$ cat src/rtl/load_store_unit.sv
// Load/store unit between MEM stage and data cache: sub-word extract/merge via read-modify-write.
// Latency 3 cycles for load/sw, 6 for sb/sh on hits; stalls on c_rdy=0 indefinitely, misaligned/illegal completes in 1.
module load_store_unit (
  input  logic        clk,
  input  logic        rst,
  input  logic        req,
  input  logic        we,
  input  logic [2:0]  op,
  input  logic [31:0] addr,
  input  logic [31:0] wdata,
  output logic [31:0] rdata,
  output logic        done,
  output logic        err,
  output logic        stall,
  output logic [31:0] stall_cnt,
  output logic        c_en,
  output logic        c_r0w1,
  output logic [31:0] c_addr,
  output logic [31:0] c_din,
  input  logic        c_rdy,
  input  logic [31:0] c_dout
);

  typedef enum logic [2:0] {
    S_IDLE  = 3'd0,
    S_RD    = 3'd1,
    S_MERGE = 3'd2,
    S_WR    = 3'd3,
    S_DONE  = 3'd4
  } state_t;

  state_t      r_state;
  state_t      w_next;
  logic [31:0] r_buf;
  logic [31:0] r_rdata;
  logic        r_err;
  logic [31:0] r_stall_cnt;

  logic        w_legal;
  logic        w_misal;
  logic        w_bad;
  logic        w_sw;
  logic        w_enter_done;
  logic [7:0]  w_byte;
  logic [15:0] w_half;
  logic [31:0] w_load;
  logic [31:0] w_merged;

  assign w_legal = (op == 3'b000) || (op == 3'b001) || (op == 3'b010) ||
                   (op == 3'b100) || (op == 3'b101);
  assign w_misal = ((op[1:0] == 2'b01) && addr[0]) ||
                   ((op == 3'b010) && (addr[1:0] != 2'b00));
  assign w_bad   = ~w_legal | w_misal;
  assign w_sw    = we & (op == 3'b010);

  // State register
  always_ff @(posedge clk or negedge rst) begin
    if (!rst) r_state <= S_IDLE;
    else      r_state <= w_next;
  end

  // Next-state logic
  always_comb begin
    w_next = r_state;
    case (r_state)
      S_IDLE: begin
        if (req) begin
          if (w_bad)     w_next = S_DONE;
          else if (w_sw) w_next = S_WR;
          else           w_next = S_RD;
        end
      end
      S_RD: begin
        if (c_rdy) w_next = we ? S_MERGE : S_DONE;
      end
      S_MERGE: w_next = S_WR;
      S_WR: begin
        if (c_rdy) w_next = S_DONE;
      end
      S_DONE:  w_next = S_IDLE;
      default: w_next = S_IDLE;
    endcase
  end

  // Output logic
  always_comb begin
    c_en   = 1'b0;
    c_r0w1 = 1'b0;
    c_addr = 32'd0;
    c_din  = 32'd0;
    done   = 1'b0;
    case (r_state)
      S_RD: begin
        c_en   = 1'b1;
        c_addr = {addr[31:2], 2'b00};
      end
      S_MERGE: c_din = w_merged;
      S_WR: begin
        c_en   = 1'b1;
        c_r0w1 = 1'b1;
        c_addr = {addr[31:2], 2'b00};
        c_din  = w_sw ? wdata : r_buf;
      end
      S_DONE:  done = 1'b1;
      default: ;
    endcase
  end

  // Lane extraction works straight off c_dout so the result is ready on entry to DONE
  always_comb begin
    w_byte = c_dout[7:0];
    case (addr[1:0])
      2'd0: w_byte = c_dout[7:0];
      2'd1: w_byte = c_dout[15:8];
      2'd2: w_byte = c_dout[23:16];
      2'd3: w_byte = c_dout[31:24];
      default: w_byte = c_dout[7:0];
    endcase
  end

  assign w_half = addr[1] ? c_dout[31:16] : c_dout[15:0];

  always_comb begin
    w_load = 32'd0;
    case (op)
      3'b000: w_load = {{24{w_byte[7]}}, w_byte};
      3'b001: w_load = {{16{w_half[15]}}, w_half};
      3'b010: w_load = c_dout;
      3'b100: w_load = {24'd0, w_byte};
      3'b101: w_load = {16'd0, w_half};
      default: w_load = 32'd0;
    endcase
  end

  always_comb begin
    w_merged = r_buf;
    if (op[1:0] == 2'b00) begin
      case (addr[1:0])
        2'd0: w_merged[7:0]   = wdata[7:0];
        2'd1: w_merged[15:8]  = wdata[7:0];
        2'd2: w_merged[23:16] = wdata[7:0];
        2'd3: w_merged[31:24] = wdata[7:0];
        default: ;
      endcase
    end else if (addr[1]) begin
      w_merged[31:16] = wdata[15:0];
    end else begin
      w_merged[15:0]  = wdata[15:0];
    end
  end

  assign w_enter_done = (r_state != S_DONE) && (w_next == S_DONE);

  always_ff @(posedge clk or negedge rst) begin
    if (!rst) begin
      r_buf   <= 32'd0;
      r_rdata <= 32'd0;
      r_err   <= 1'b0;
    end else begin
      if ((r_state == S_RD) && c_rdy) r_buf <= c_dout;
      if (r_state == S_MERGE)         r_buf <= w_merged;
      // Only the RD->DONE path is a load; IDLE->DONE is an error, WR->DONE a store
      if (w_enter_done) begin
        r_err   <= (r_state == S_IDLE);
        r_rdata <= (r_state == S_RD) ? w_load : 32'd0;
      end
    end
  end

  assign stall = req & ~done;

  always_ff @(posedge clk or negedge rst) begin
    if (!rst)                                r_stall_cnt <= 32'd0;
    else if (stall && (r_stall_cnt != '1))   r_stall_cnt <= r_stall_cnt + 32'd1;
  end

  assign rdata     = r_rdata;
  assign err       = r_err;
  assign stall_cnt = r_stall_cnt;

endmodule

$ cat config.mk
export PLATFORM = sky130hd
export DESIGN_NAME = load_store_unit
export DESIGN_NICKNAME = d
export VERILOG_FILES = /design/src/rtl/load_store_unit.sv
export SDC_FILE = /design/constraint.sdc
export NUM_CORES = 1
export LEC_CHECK = 0
export BUFFER_PORTS_ARGS = -buffer_cell sky130_fd_sc_hd__buf_2
export CAP_MARGIN = 0
export CORE_MARGIN = 2
export CORE_UTILIZATION = 45
export CTS_CLUSTER_SIZE = 20
export DETAILED_ROUTE_END_ITERATION = 6
export GPL_TIMING_DRIVEN = 0
export PLACE_DENSITY = 0.86
export SYNTH_ARGS = -nofsm -noshare
export SYNTH_HDL_FRONTEND = slang
export SYNTH_SLANG_ARGS = --single-unit
$ cat constraint.sdc
create_clock -name clk -period 1.74 [get_ports clk]
set_input_delay 0 -clock clk [delete_from_list [all_inputs] [get_ports clk]]
set_output_delay 0 -clock clk [all_outputs]
set_load 0.02 [all_outputs]
==> results of run 1 <==
[area by class of cell]
type / instances / area [µm²] / area share (%)
sequential: 100 / 2529 / 26.49
buffer: 47 / 366.6 / 3.840
clock buffer: 11 / 242.7 / 2.543
inverter: 10 / 45.04 / 0.4718
multi-input combinational: 487 / 3826 / 40.08
clock inverter: 5 / 106.4 / 1.114
tap: 176 / 220.2 / 2.307
timing repair buffer: 325 / 2211 / 23.16
[through the flow]
stage | TNS, ps | power [µW] | hold slack, ps | setup WS, ps | instances
global route | -12180 | 13980 | 8.270 | -261.9 | 1161
CTS | -6701 | 12240 | 0.04072 | -182.2 | 1121
floorplan | -13.56 | 7032 | -295.6 | -7.974 | 648
finish | -6606 | 13460 | 16.41 | -244.9 | 1161
global placement | -54600 | 8654 | 228.7 | -577.2 | 1056
detailed placement | -15880 | 8792 | 114.7 | -526.6 | 1057
[registers in the layout, summed over array words and instances (netlist names)]
register	cells
rdata	32
r_state	3
err	1
r_buf	32
stall_cnt	32
[power groups by stage]
stage               Sequential [µW]  Clock, µW  Combinational, µW
floorplan                      3770          0               3270
global placement               3540          0               5120
detailed placement             3570          0               5230
CTS                            3530       2380               6340
global route                   3690       2480               7810
finish                         3630       2380               7440
[worst max-delay path by stage]
| stage | start | end | slack (ps) | cells past startpoint |
|---|---|---|---|---|
| floorplan | stall_cnt[18] | stall_cnt[1] | -8 | 6 |
| global placement | rst | stall_cnt[3] | -580 | 1 |
| detailed placement | r_state[2] | c_din[0] | -530 | 6 |
| CTS | r_state[0] | c_din[0] | -180 | 6 |
| global route | r_state[0] | c_din[24] | -260 | 8 |
| finish | op[1] | c_din[10] | -240 | 8 |
[metal layers]
metal | vias to the layer above | track usage (%) | share of wire (%)
met4 | 0 | 13.52 | 6.2
met2 | 600 | 49.40 | 48
met1 | 3435 | 37.66 | 36
met5 | - | 0 | 0
li1 | 3065 | - | -
met3 | 154 | 7.170 | 10
[cell usage in the layout, fill, tap and decap left out, types with 21 or more instances in the layout]
| cell type | count |
|---|---|
| buf_2 | 184 |
| mux2i_1 | 33 |
| dfrtp_1 | 79 |
| and2_1 | 33 |
| dlygate4sd3_1 | 21 |
| buf_4 | 108 |
| nand2_1 | 61 |
| dfrtp_2 | 21 |
| o21ai_2 | 36 |
| a21oi_1 | 21 |
| nor2_1 | 27 |
| buf_6 | 41 |
[timing repair]
action                                  4_1_cts  5_1_grt
gates resized for setup                     158      126
pin swaps                                    53       35
hold endpoints to repair                     71        1
gates cloned                                  4        2
setup buffers                                25       41
hold buffers                                 20        1
endpoints found under the setup margin      151      148
[worst max-delay path, stage by stage]
cell	delay (ps)
buf_2	120
buf_2	190
buf_6	170
nor3_1	480
nor2_2	230
o221ai_1	510
o21ai_4	100
buf_4	180
[logic make-up (layout without fill, tap and decap cells)]
logic type / count (synthesis) / count (layout)
adders and majority gates: 1 / 1
other: 1 / 2
and+or+nand+nor: 214 / 214
AOI/OAI and AO/OA: 198 / 198
muxes: 44 / 44
xor gates and xnor gates: 28 / 28
buffers and inverters: 61 / 398
DFF: 100 / 100
==> results.tsv, run 1 <==
metric	value	unit
failing checks	negative setup slack	
hold path endpoint	r_buf[3]	
Simple-Gate Fraction of Synth Area	20.57	%
max_slew headroom	48.54	%
initial antenna violation count	1	
DP Area	7564	µm²
r2r setup slk	-140	ps
post-synthesis sequential area ratio	41.07	%
Final Max Slew Viols	0	
RSZ-0062 raised after global routing	yes	
Congestion Overflow GR	0	
Synth Cell Area	6093	µm²
WHS Path Cells	3	
PwrDens	1409	nW/µm²
clock group share of total power	17.7	%
Max Cap Violations	0	
share of layout cells above drive strength 1	50.76	%
Worst Max-Slew Pin Slew	771.8	ps
H-tree Lvls	3	
mux contribution to synthesized area	7.823	%
ys flop type	dfrtp_1	
routability cong.	0.9814	
status	finished with violations	
Worst Clk Skew	11.49	ps
Hold Crit Start	c_dout[3]	
Num CTS Buffers	9	
core area	13240	µm²
nets	1085	
post-DR wirelength/cell	21.50	µm
Flop pwr share	27.0	%
Clock Tree Buf Depth	2	
async set or reset register ratio after synthesis	100.0	%
largest area contributor in the netlist	dfrtp_1	
FMAX	503.8	MHz
first-pass iteration count of the detailed router	6	
DRT Wirelength	24970	µm
Worst Path Arrival	1980	ps
average size of a mapped cell	9.418	µm²
die height	120.4	µm
number of distinct library cells after synthesis	68	
yosys warns	0	
Setup Crit Path Kind	primary input to output port	
Synth Area in Compound Gates	21.09	%
Initial Util	46.01	%
Crit Path Max Fanout	10	
IO Port Bufs	232	
number of antenna repair diodes	0	
Total GRT Usage	30.09	%
Post-synth top cells	dfrtp_1 (100), nand2_1 (66), o21ai_1 (40), and2_1 (34), mux2i_1 (33)	
leakage power	0.004674	µW
Die ar.	14490	µm²
Comb power frac	55.3	%
Area Overhead vs Synth	56.67	%
worst vdd ir	0.9033	mV
Internal	7809	µW
Sw Ratio	41.96	%
Final setup viols	82	
final worst slack	-244.9	ps
CP Capture Type	output port	
worst skew pair latency	350	ps
Final Hold Vio Count	0	
EDFF count, synth	0	
Synth Area in XOR/XNOR	4.148	%
synthesized flop and latch total	100	
net switching power	5647	µW
ANT nets after route	0	
vias in the first global route	6469	
fin crit period	1985	ps
CTS tree	yes	
Starting DRT DRC Count	1019	
# rows	42	
synth top area cells	dfrtp_1 (41%), mux2i_1 (5.4%), nand2_1 (4.1%), and2_1 (3.5%), o21ai_1 (3.3%)	
crit start category	primary input	
worst reg2reg path endpoint	rdata[10]	
largest net degree at the start of global routing	55	
drt drc	0	
largest family of logic cells by synthesized area	compound AO/OA/AOI/OAI gates	
Layout Utilization	72.09	%
first-pass GRT wire length	34380	µm
R2R depth	8	
Post-Synth Adder-Cell Area	0.2053	%
hpwl dp	15490	µm
area share of the largest cell type after synthesis	41.07	%
Ports	237	
Fill cells	878	
CTS clk-pin slew, worst paths	70	ps
root buffer cell	clkbuf_16	
required time at the worst-slack endpoint	1740	ps
fin area	9547	µm²
Vias	7254	
Clock Sink Count	100	
Gate Count Post-Synth	647	
count leader, synth	dfrtp_1	
Vias/cell	6.248	
period utilization	114.1	%
worst min path class	primary input to flop	
R2R Path Start	r_state[0]	
Die W	120.4	µm
Note: power is estimated with default switching activity, not from simulation.
==> run 2, diff against run 1 <==
SKIP_LAST_GASP = 1   (was default)
==> run 2 against run 1 <==
Compared with the run above:
- the run ends with design-rule violations, negative setup slack left
- largest cell class unchanged
- core utilization fell by 0.78 points
- maximum frequency rose by 0.59%
- non-clock buffer count fell by 7
- via count fell by 1.4%
- first-iteration DRC count fell by 18%
- die area did not move
- critical endpoint is now c_din[31]
- global-route usage fell by 0.11 points
- register-to-register slack improved by 50 ps
- sequential cell count did not move
- clock-buffer cell count did not move
- routed wire length fell by 1.1%
- largest power group unchanged
==> results.tsv, run 2 (synthesis results as in run 1) <==
metric	value	unit
status	finished with violations	
failing checks	design-rule violations, negative setup slack	
Num CTS Buffers	9	
Final Max Slew Viols	0	
Worst Path Arrival	1970	ps
Vias	7149	
Congestion Overflow GR	0	
Crit Path Max Fanout	7	
first-pass GRT wire length	34240	µm
largest net degree at the start of global routing	55	
first-pass iteration count of the detailed router	7	
number of antenna repair diodes	0	
Die W	120.4	µm
Starting DRT DRC Count	831	
Clock Sink Count	100	
IO Port Bufs	232	
TNS Setup	-7146	ps
Fill cells	890	
ANT nets after route	0	
Worst Clk Skew	15.90	ps
share of layout cells above drive strength 1	50.00	%
final std cells w/o fill	1154	
nets	1078	
DRT Wirelength	24690	µm
die height	120.4	µm
RSZ-0062 raised after global routing	yes	
initial antenna violation count	1	
CP Capture Type	output port	
worst skew pair latency	350	ps
root buffer cell	clkbuf_16	
FMAX	506.8	MHz
required time at the worst-slack endpoint	1740	ps
vias in the first global route	6444	
core area	13240	µm²
hpwl dp	15490	µm
# rows	42	
H-tree Lvls	3	
Ports	237	
PwrDens	1415	nW/µm²
hold_ws	14.00	ps
leakage power	0.004591	µW
worst min path class	primary input to flop	
Total GRT Usage	29.97	%
Cells after DPL	1057	
worst vdd ir	0.8928	mV
CTS tree	yes	
Max Cap Violations	0	
final worst slack	-233.3	ps
post-DR wirelength/cell	21.39	µm
routability cong.	0.9814	
Worst Max-Slew Pin Slew	779.2	ps
Clock Tree Buf Depth	2	
Setup Crit Path Kind	flop to output port	
Final setup viols	89	
crit start category	flop	
Vias/cell	6.195	
Area Overhead vs Synth	54.97	%
drt drc	12	
most frequent cells in the layout	buf_2 (183), buf_4 (111), dfrtp_1 (80)	
CTS clk-pin slew, worst paths	70	ps
fin crit period	1973	ps
Initial Util	46.01	%
Final Hold Vio Count	0	
period utilization	113.4	%
Die ar.	14490	µm²
max_slew headroom	48.06	%
most common cell after layout, fill and taps aside	buf_2	
run 2: what timing repair did:
action / in CTS / in global routing
cloned: 4 / 1
hold buffers: 20 / 1
pin swaps: 53 / 32
hold endpoints to repair: 71 / 1
resized for setup: 153 / 118
setup endpoints to repair: 151 / 149
setup buffers: 25 / 35
run 2: metrics by stage:
step | total power [µW] | cell area [µm²] | util, % | setup slack, ps
6_report | 13360 | 9443 | 71.31 | -233.3
5_1_grt | 13880 | 9443 | 71.31 | -268.3
4_1_cts | 12210 | 8790 | 66.37 | -185.1
3_5_place_dp | 8792 | 7564 | 57.11 | -526.6
3_3_place_gp | 8654 | 7533 | 56.89 | -577.2
2_1_floorplan | 7032 | 6152 | - | -7.974
run 2: power breakdown:
group	switching [µW]	internal, µW
registers	624	3010
clock network	934	1450
logic	4080	3260
total	5640	7730
run 2: critical path: stages, from the launching register on:
cell and delay, ps:
dfrtp_2 410, nand2b_4 160, or2_4 240, buf_8 150, a21oi_1 200, o21ai_0 170
o21ai_0 110, buf_2 190
run 2: area by class of cell:
cell class | count | area, µm² | area share [%]
clock buffer | 11 | 242.7 | 2.571
clock inverter | 5 | 106.4 | 1.126
multi-input combinational | 487 | 3811 | 40.36
sequential | 100 | 2527 | 26.77
buffer | 47 | 364.1 | 3.856
tap | 176 | 220.2 | 2.332
inverter | 10 | 45.04 | 0.4770
timing repair buffer | 318 | 2126 | 22.51
run 2: path summary, 6_finish.rpt:
kind                                  to         start  slack, ps  cells past startpoint
max in group asynchronous      rdata[11]           rst        800                      3
hold / removal                  rdata[6]     c_dout[6]         10                      3
setup reg to reg            stall_cnt[1]  stall_cnt[1]        -90                      6
setup / recovery               c_din[31]    r_state[0]       -230                      7
min in group asynchronous  stall_cnt[31]           rst        270                      2
hold reg to reg                rdata[21]     rdata[21]        470                      2
run 2: layer usage:
layer / track usage, % / share of wire, % / wire, µm / vias to the layer above
met3: 6.981 / 10 / 2486 / 151
li1: - / - / - / 3043
met2: 49.33 / 48 / 11840 / 556
met1: 37.66 / 36 / 8836 / 3397
met5: 0 / 0.069 / 17 / -
met4: 13.15 / 6.1 / 1508 / 2
==> run 3, diff against run 2 <==
CAP_MARGIN = 25   (was 0)
PLACE_DENSITY = 0.87   (was 0.86)
==> run 3 against run 2 <==
Compared with the run above:
- the run still ends with design-rule violations, negative setup slack left
- final area increased by 2.3%
- cell count is 0.43% lower
- combinational power grew 14%
- global-route usage up 0.75 points
- critical path type unchanged
==> results.tsv, run 3 (synthesis results as in run 1) <==
metric	value	unit
status	finished with violations	
failing checks	design-rule violations, negative setup slack	
drt drc	11	
# rows	42	
Final setup viols	107	
Final Max Slew Viols	0	
PwrDens	1451	nW/µm²
most frequent cells in the layout	buf_2 (194), dfrtp_1 (82), buf_6 (63)	
R2R depth	8	
worst min path class	primary input to flop	
Final Hold Vio Count	0	
Num CTS Buffers	9	
Fill cells	861	
Total GRT Usage	30.73	%
share of layout cells above drive strength 1	50.72	%
Worst Clk Skew	18.47	ps
die height	120.4	µm
H-tree Lvls	3	
first-pass iteration count of the detailed router	7	
Clock Tree Buf Depth	2	
root buffer cell	clkbuf_16	
Vias/cell	6.419	
DP Area	7556	µm²
DRT Wirelength	27180	µm
Die ar.	14490	µm²
r2r setup slk	-180	ps
worst vdd ir	1.012	mV
RSZ-0062 raised after global routing	yes	
fin area	9658	µm²
WHS Path Cells	3	
Vias	7375	
first-pass GRT wire length	34930	µm
Clock Sink Count	100	
Area Overhead vs Synth	58.50	%
nets	1071	
FMAX	505.3	MHz
CTS clk-pin slew, worst paths	70	ps
Worst Max-Slew Pin Slew	838.0	ps
IO Port Bufs	232	
hpwl dp	15640	µm
Max Cap Violations	0	
Setup Crit Path Kind	flop to output port	
CTS tree	yes	
Congestion Overflow GR	0	
max_slew headroom	44.13	%
Starting DRT DRC Count	1059	
Worst Path Arrival	1980	ps
TNS Setup	-11770	ps
vias in the first global route	6615	
CP Capture Type	output port	
Ports	237	
worst skew pair latency	360	ps
routability cong.	0.9746	
core area	13240	µm²
required time at the worst-slack endpoint	1740	ps
Initial Util	46.01	%
period utilization	113.7	%
crit start category	flop	
Crit Path Max Fanout	8	
area occupied by multi-input gates	3961	µm²
post-DR wirelength/cell	23.65	µm
dpl ws	-437.0	ps
ANT nets after route	0	
fin crit period	1979	ps
total power	14010	µW
leakage power	0.004605	µW
most common cell after layout, fill and taps aside	buf_2	
Register Area	2525	µm²
final worst slack	-239.1	ps
Die W	120.4	µm
largest net degree at the start of global routing	66	
initial antenna violation count	3	
==> run 3: worst paths after layout <==
check / end / from
min: rdata[18] / c_dout[18]
max reg2reg: stall_cnt[1] / r_state[0]
min in group asynchronous: rdata[16] / rst
min reg2reg: rdata[19] / rdata[19]
max in group asynchronous: r_buf[18] / rst
max: c_din[6] / r_state[0]
==> run 3: critical path, stage by stage, from the launching register on <==
cell	delay, ps
dfrtp_2	420
nand2b_4	170
or2_4	310
o22ai_4	350
a22o_1	240
buf_6	130
==> run 3: metal layers <==
metal  wire (µm)  GRT usage [%]
met1        9171          38.03
met2       12670          48.87
met3        2971          7.500
met4        2359          17.81
met5           0              0
==> run 3: power breakdown <==
part           internal [µW]  switching (µW)
Combinational           3760            4590
Clock                   1050             954
Sequential              3010             647
==> run 3: timing repair <==
item	4_1_cts	5_1_grt
setup endpoints to repair	152	132
hold buffers	23	0
gates resized for setup	132	184
setup buffers	27	23
cloned	1	7
hold endpoints to repair	87	0
pin swaps	24	48
==> run 3: area by class of cell <==
type	instances	share of cell area, %
clock inverter	4	0.3498
antenna	3	0.07773
buffer	48	4.081
multi-input combinational	487	41.02
sequential	100	26.14
clock buffer	11	2.617
timing repair buffer	310	23.00
inverter	10	0.4405
tap	176	2.280
==> run 3: per-stage QoR <==
step                      cells  util [%]  hold slack (ps)
after CTS                  1120     65.64            1.691
after global placement     1056     56.89            230.7
after detailed placement   1057     57.06            151.7
after global routing       1149     72.93            15.70
final                      1149     72.93            13.77
after floorplan             648         -           -295.6
